===== src/rtl/fwd_pkg.sv =====
// Shared constants for the EX-stage forwarding control: mux select encodings
// and the default register-number width.
package fwd_pkg;
    localparam logic [1:0] FWD_SRC_RF  = 2'b00;
    localparam logic [1:0] FWD_SRC_WB  = 2'b01;
    localparam logic [1:0] FWD_SRC_MEM = 2'b10;
    localparam int         REG_ADDR_W_DEF = 5;
endpackage


===== src/rtl/fwd_sel_unit.sv =====
// Priority compare for one EX operand: the youngest in-flight producer wins,
// and register $0 is never forwarded.
module fwd_sel_unit
    import fwd_pkg::*;
#(
    parameter int REG_ADDR_W = REG_ADDR_W_DEF
) (
    input  logic [REG_ADDR_W-1:0] ex_src,
    input  logic [REG_ADDR_W-1:0] mem_dst,
    input  logic                  mem_regwrite,
    input  logic [REG_ADDR_W-1:0] wb_dst,
    input  logic                  wb_regwrite,
    output logic [1:0]            sel
);
    always_comb begin
        sel = FWD_SRC_RF;
        if (mem_regwrite && (mem_dst != '0) && (mem_dst == ex_src))
            sel = FWD_SRC_MEM;
        else if (wb_regwrite && (wb_dst != '0) && (wb_dst == ex_src))
            sel = FWD_SRC_WB;
    end
endmodule


===== src/rtl/forward_hazard_ctrl.sv =====
// Forwarding-mux select and load-use stall control. Tracks register tags of
// the instructions in EX, MEM and WB in a shadow pipeline.
module forward_hazard_ctrl
    import fwd_pkg::*;
#(
    parameter int REG_ADDR_W = REG_ADDR_W_DEF,
    parameter int CNT_W      = 16
) (
    input  logic                  clk_i,
    input  logic                  rst_i,
    input  logic                  id_valid_i,
    input  logic [REG_ADDR_W-1:0] id_rs_i,
    input  logic [REG_ADDR_W-1:0] id_rt_i,
    input  logic                  id_uses_rt_i,
    input  logic [REG_ADDR_W-1:0] id_dst_i,
    input  logic                  id_regwrite_i,
    input  logic                  id_memread_i,
    input  logic                  flush_i,
    output logic [1:0]            fwd_a_o,
    output logic [1:0]            fwd_b_o,
    output logic                  stall_o,
    output logic [CNT_W-1:0]      stall_cnt_o
);
    localparam int NUM_OPS = 2;

    logic [REG_ADDR_W-1:0] ex_rs, ex_rt, ex_dst, mem_dst, wb_dst;
    logic                  ex_regwrite, ex_memread, mem_regwrite, wb_regwrite;
    logic                  hazard, load_id;

    logic [NUM_OPS-1:0][REG_ADDR_W-1:0] ex_src;
    logic [NUM_OPS-1:0][1:0]            fwd_sel;

    assign hazard = ex_memread && (ex_dst != '0) && id_valid_i &&
                    ((ex_dst == id_rs_i) || (id_uses_rt_i && (ex_dst == id_rt_i)));
    // A taken branch squashes the consumer, so there is nothing to stall for.
    assign stall_o = hazard && !flush_i;
    assign load_id = id_valid_i && !stall_o && !flush_i;

    always_ff @(posedge clk_i or negedge rst_i) begin
        if (!rst_i) begin
            ex_rs        <= '0;
            ex_rt        <= '0;
            ex_dst       <= '0;
            ex_regwrite  <= 1'b0;
            ex_memread   <= 1'b0;
            mem_dst      <= '0;
            mem_regwrite <= 1'b0;
            wb_dst       <= '0;
            wb_regwrite  <= 1'b0;
        end else begin
            wb_dst       <= mem_dst;
            wb_regwrite  <= mem_regwrite;
            mem_dst      <= ex_dst;
            mem_regwrite <= ex_regwrite;
            if (load_id) begin
                ex_rs       <= id_rs_i;
                ex_rt       <= id_rt_i;
                ex_dst      <= id_dst_i;
                ex_regwrite <= id_regwrite_i;
                ex_memread  <= id_memread_i;
            end else begin
                ex_rs       <= '0;
                ex_rt       <= '0;
                ex_dst      <= '0;
                ex_regwrite <= 1'b0;
                ex_memread  <= 1'b0;
            end
        end
    end

    always_ff @(posedge clk_i or negedge rst_i) begin
        if (!rst_i)
            stall_cnt_o <= '0;
        else if (stall_o && (stall_cnt_o != {CNT_W{1'b1}}))
            stall_cnt_o <= stall_cnt_o + {{(CNT_W-1){1'b0}}, 1'b1};
    end

    assign ex_src[0] = ex_rs;
    assign ex_src[1] = ex_rt;

    for (genvar g = 0; g < NUM_OPS; g++) begin : g_sel
        fwd_sel_unit #(.REG_ADDR_W(REG_ADDR_W)) u_sel (
            .ex_src      (ex_src[g]),
            .mem_dst     (mem_dst),
            .mem_regwrite(mem_regwrite),
            .wb_dst      (wb_dst),
            .wb_regwrite (wb_regwrite),
            .sel         (fwd_sel[g])
        );
    end

    assign fwd_a_o = fwd_sel[0];
    assign fwd_b_o = fwd_sel[1];
endmodule

===== config.mk =====
export PLATFORM = sky130hd
export DESIGN_NAME = forward_hazard_ctrl
export DESIGN_NICKNAME = d
export VERILOG_FILES = /design/src/rtl/fwd_pkg.sv /design/src/rtl/fwd_sel_unit.sv /design/src/rtl/forward_hazard_ctrl.sv
export SDC_FILE = /design/constraint.sdc
export NUM_CORES = 1
export LEC_CHECK = 0
export ABC_AREA = 1
export BUFFER_PORTS_ARGS = -buffer_cell sky130_fd_sc_hd__buf_2
export CAP_MARGIN = 20
export CORE_MARGIN = 4
export CORE_UTILIZATION = 55
export CTS_CLUSTER_SIZE = 40
export DETAILED_ROUTE_END_ITERATION = 10
export PLACE_DENSITY = 0.79
export SLEW_MARGIN = 10
export SYNTH_ARGS = -nofsm -noshare
export SYNTH_HDL_FRONTEND = slang
export SYNTH_SLANG_ARGS = --single-unit

===== constraint.sdc =====
create_clock -name clk_i -period 4.4 [get_ports clk_i]
set_clock_uncertainty 0.1 [all_clocks]
set_input_delay 0 -clock clk_i [delete_from_list [all_inputs] [get_ports clk_i]]
set_output_delay 0 -clock clk_i [all_outputs]
set_load 0.03 [all_outputs]

==> run metrics <==
post-synthesis compound-gate area fraction=0.420%; critical path arrival=1.88 ns; Rel. slew slack=70.6%; number of fillers in the final layout=313; DR pass1 iterations=4; area fraction of the dominant cell type after synthesis=47.2%; CTS Root Cell=clkbuf_8; Synth Area in Adders=0.525%; critical path peak fanout=18; Syn Inst Count=297; worst vdd ir=0.220 mV; Core Box Area=0.00409 mm2; max_cap viols=0; Mapped Nets=320; critical path type=register to primary output; Synth area leaders=dfrtp_1, nand2_1, nand4_1; Sink Count=45; Placed Instances=384; crit-path max cell delay=0.41 ns; Seq/Total Area, Yosys=47.2%; post-synthesis mux area share=0%; area delta synth->final=23.3%; width of the die=73.9 um; Post-Synth Simple-Gate Area=34.7%; Worst Path Required=4.30 ns; Synthesis Warnings=0; row cnt=23; Post-DRT Antenna Nets=0; multi-input logic area=0.00109 mm2; FF+latch area=0.00113 mm2; antenna violations before repair=0; main combinational cell family by area after synthesis=simple AND/OR/NAND/NOR gates; actual slew at the worst max-slew pin=0.439 ns; vias post-DR=2111; CP Cell Sequence=inv_1, nand2_1, nand2_1, nor2_1, nand3_1, nand2_2, nand2_1, inv_1, buf_2; Placement Cell Area=0.00263 mm2; Worst path most repeated cell=nand2_1; final instance area=0.00294 mm2; starting DRC count in detailed routing=163; Die Area=0.00545 mm2; share of layout cells above drive strength 1=18.0%; drt wl/cell=12.8 um; Hold Fails Final Rpt=0; pin count of the biggest net entering global routing=46; num ports=43; final cycle utilization of the critical path=45.0%; XOR/XNOR Fraction of Synth Area=10.3%; vias in the first global route=2066; Fmax=0.505 GHz; Final Setup Violations=0; Clk pin slew, worst setup/hold paths=0.08 ns; ANT cells=0; Lkg Pwr=0.00163 uW; #FFs+latches synth=45; gpl congestion=0.851; CP Launch Type=register; fin util=72.0%; P per Cell Area=282 mW/mm2; first-pass GRT wire length=9340 um; Die H=73.9 um; TNS Setup=0 ns; hold crit path type=primary input to async pin; Avg Cell Area, Syn=8.03 um2; post-DR vias/cell=5.14; hpwl dp=3560 um; CTS tree=done; fin. max-slew vios=0; endpoint class of the critical path=primary output; outcome=complete, no violations; routed wire length=5270 um; Worst path slowest cell=dfrtp_1; Final min period=1.98 ns; Synth Cell Area=0.00238 mm2; IO Port Bufs=42; Starting Density=58.4%; Synth area leader=dfrtp_1; Nets=383; # DRC=0; RSZ-0062 raised after global routing=no; Layout Cells excl Fill=411; total track usage=22.3%; Post CTS Setup Buffer Count=0; Synth cell types=25; Worst-Skew Late Latency=0.30 ns; grt ovf=0; largest buffer count on any clock path=2; H-tree depth=2; CTS Buf Count=5
## worst paths after layout
check,start,endpoint,slack (ns),depth (start not counted)
hold / removal,rst_i,ex_dst[0],0.01,2
setup reg to reg,ex_dst[0],ex_rt[3],2.52,9
hold reg to reg,ex_regwrite,mem_regwrite,0.25,0
min in group clk_i,flush_i,ex_dst[1],0.10,4
setup / recovery,ex_dst[0],stall_o,2.42,9
max in group asynchronous,rst_i,stall_cnt_o[13],3.72,3
## flip-flops by register name, indices dropped and copies added, names as in the netlist, 5 cells and up
register and flops:
ex_rt 5, ex_dst 5, stall_cnt_o 16, ex_rs 5, mem_dst 5, wb_dst 5
## synthesized netlist by cell type
cell	count
nor3_2	1
buf_2	2
nand4_1	25
o21ai_0	2
nor3_1	4
inv_1	31
xor2_1	11
nand3_4	1
nand2_2	3
buf_1	1
nor2_4	2
nand2_4	1
nand3b_1	2
buf_6	1
nor2_1	40
nand2_1	90
ha_1	1
inv_2	4
nand3_2	1
xnor2_1	17
dfrtp_1	45
nor2_2	1
nand3_1	9
buf_4	1
and2_1	1
## metal layers
metal	routed length (um)	GRT usage [%]
met3	320	5.34
met4	86	6.44
met2	2540	35.3
met1	2320	30.6
met5	0	0
## cell usage in the layout (no fill, tap or decap), drive strengths merged
cell type / instances
and2: 1
buf: 43
xnor2: 17
nor2: 43
dfrtp: 45
clkinvlp: 1
nand3b: 2
ha: 1
nand4: 25
nand3: 11
nand2: 94
clkbuf: 5
clkinv: 1
xor2: 11
o21ai: 2
nor3: 5
dlygate4sd3: 18
bufinv: 1
inv: 35
## critical path, delay by kind of cell (launching register included)
kind,cells,cell delay (ns)
simple gates,6,0.78
buf+inv,3,0.38
flops,1,0.41
## what timing repair did
| action | in CTS | in global routing |
|---|---|---|
| hold endpoints to repair | 62 | 0 |
| gates resized for setup | 0 | 0 |
| hold buffers | 18 | 0 |
## logic make-up after synthesis
| kind of cell | after synthesis |
|---|---|
| XOR/XNOR | 28 |
| buffers and inverters | 40 |
| AND/OR/NAND/NOR | 181 |
| AO/OA/AOI/OAI | 2 |
| adder cells (fa/ha/maj) | 1 |
| flip-flops | 45 |
## through the flow
step / power, uW / setup WS, ns / hold slack [ns]
6_report: 830 / 2.42 / 0.0127
5_1_grt: 868 / 2.27 / 0.0261
4_1_cts: 835 / 2.50 / 0.0820
3_3_place_gp: 508 / 2.61 / 0.101
2_1_floorplan: 481 / 2.53 / -0.396
3_5_place_dp: 510 / 2.56 / 0.104
## area by class of cell
type | instances | area share, %
clock inverter | 3 | 1.57
multi-input combinational | 212 | 37.2
clock buffer | 5 | 2.34
timing repair buffer | 61 | 14.0
sequential | 45 | 38.3
tap | 50 | 2.13
inverter | 35 | 4.47
## power by group
group | total [uW] | internal (uW) | switching [uW] | leakage (uW)
Sequential | 435 | 424 | 11.4 | 0.000614
Combinational | 81.9 | 38.7 | 43.2 | 0.000963
Clock | 313 | 170 | 143 | 0.0000543
Note: power is estimated with default switching activity, not from simulation.
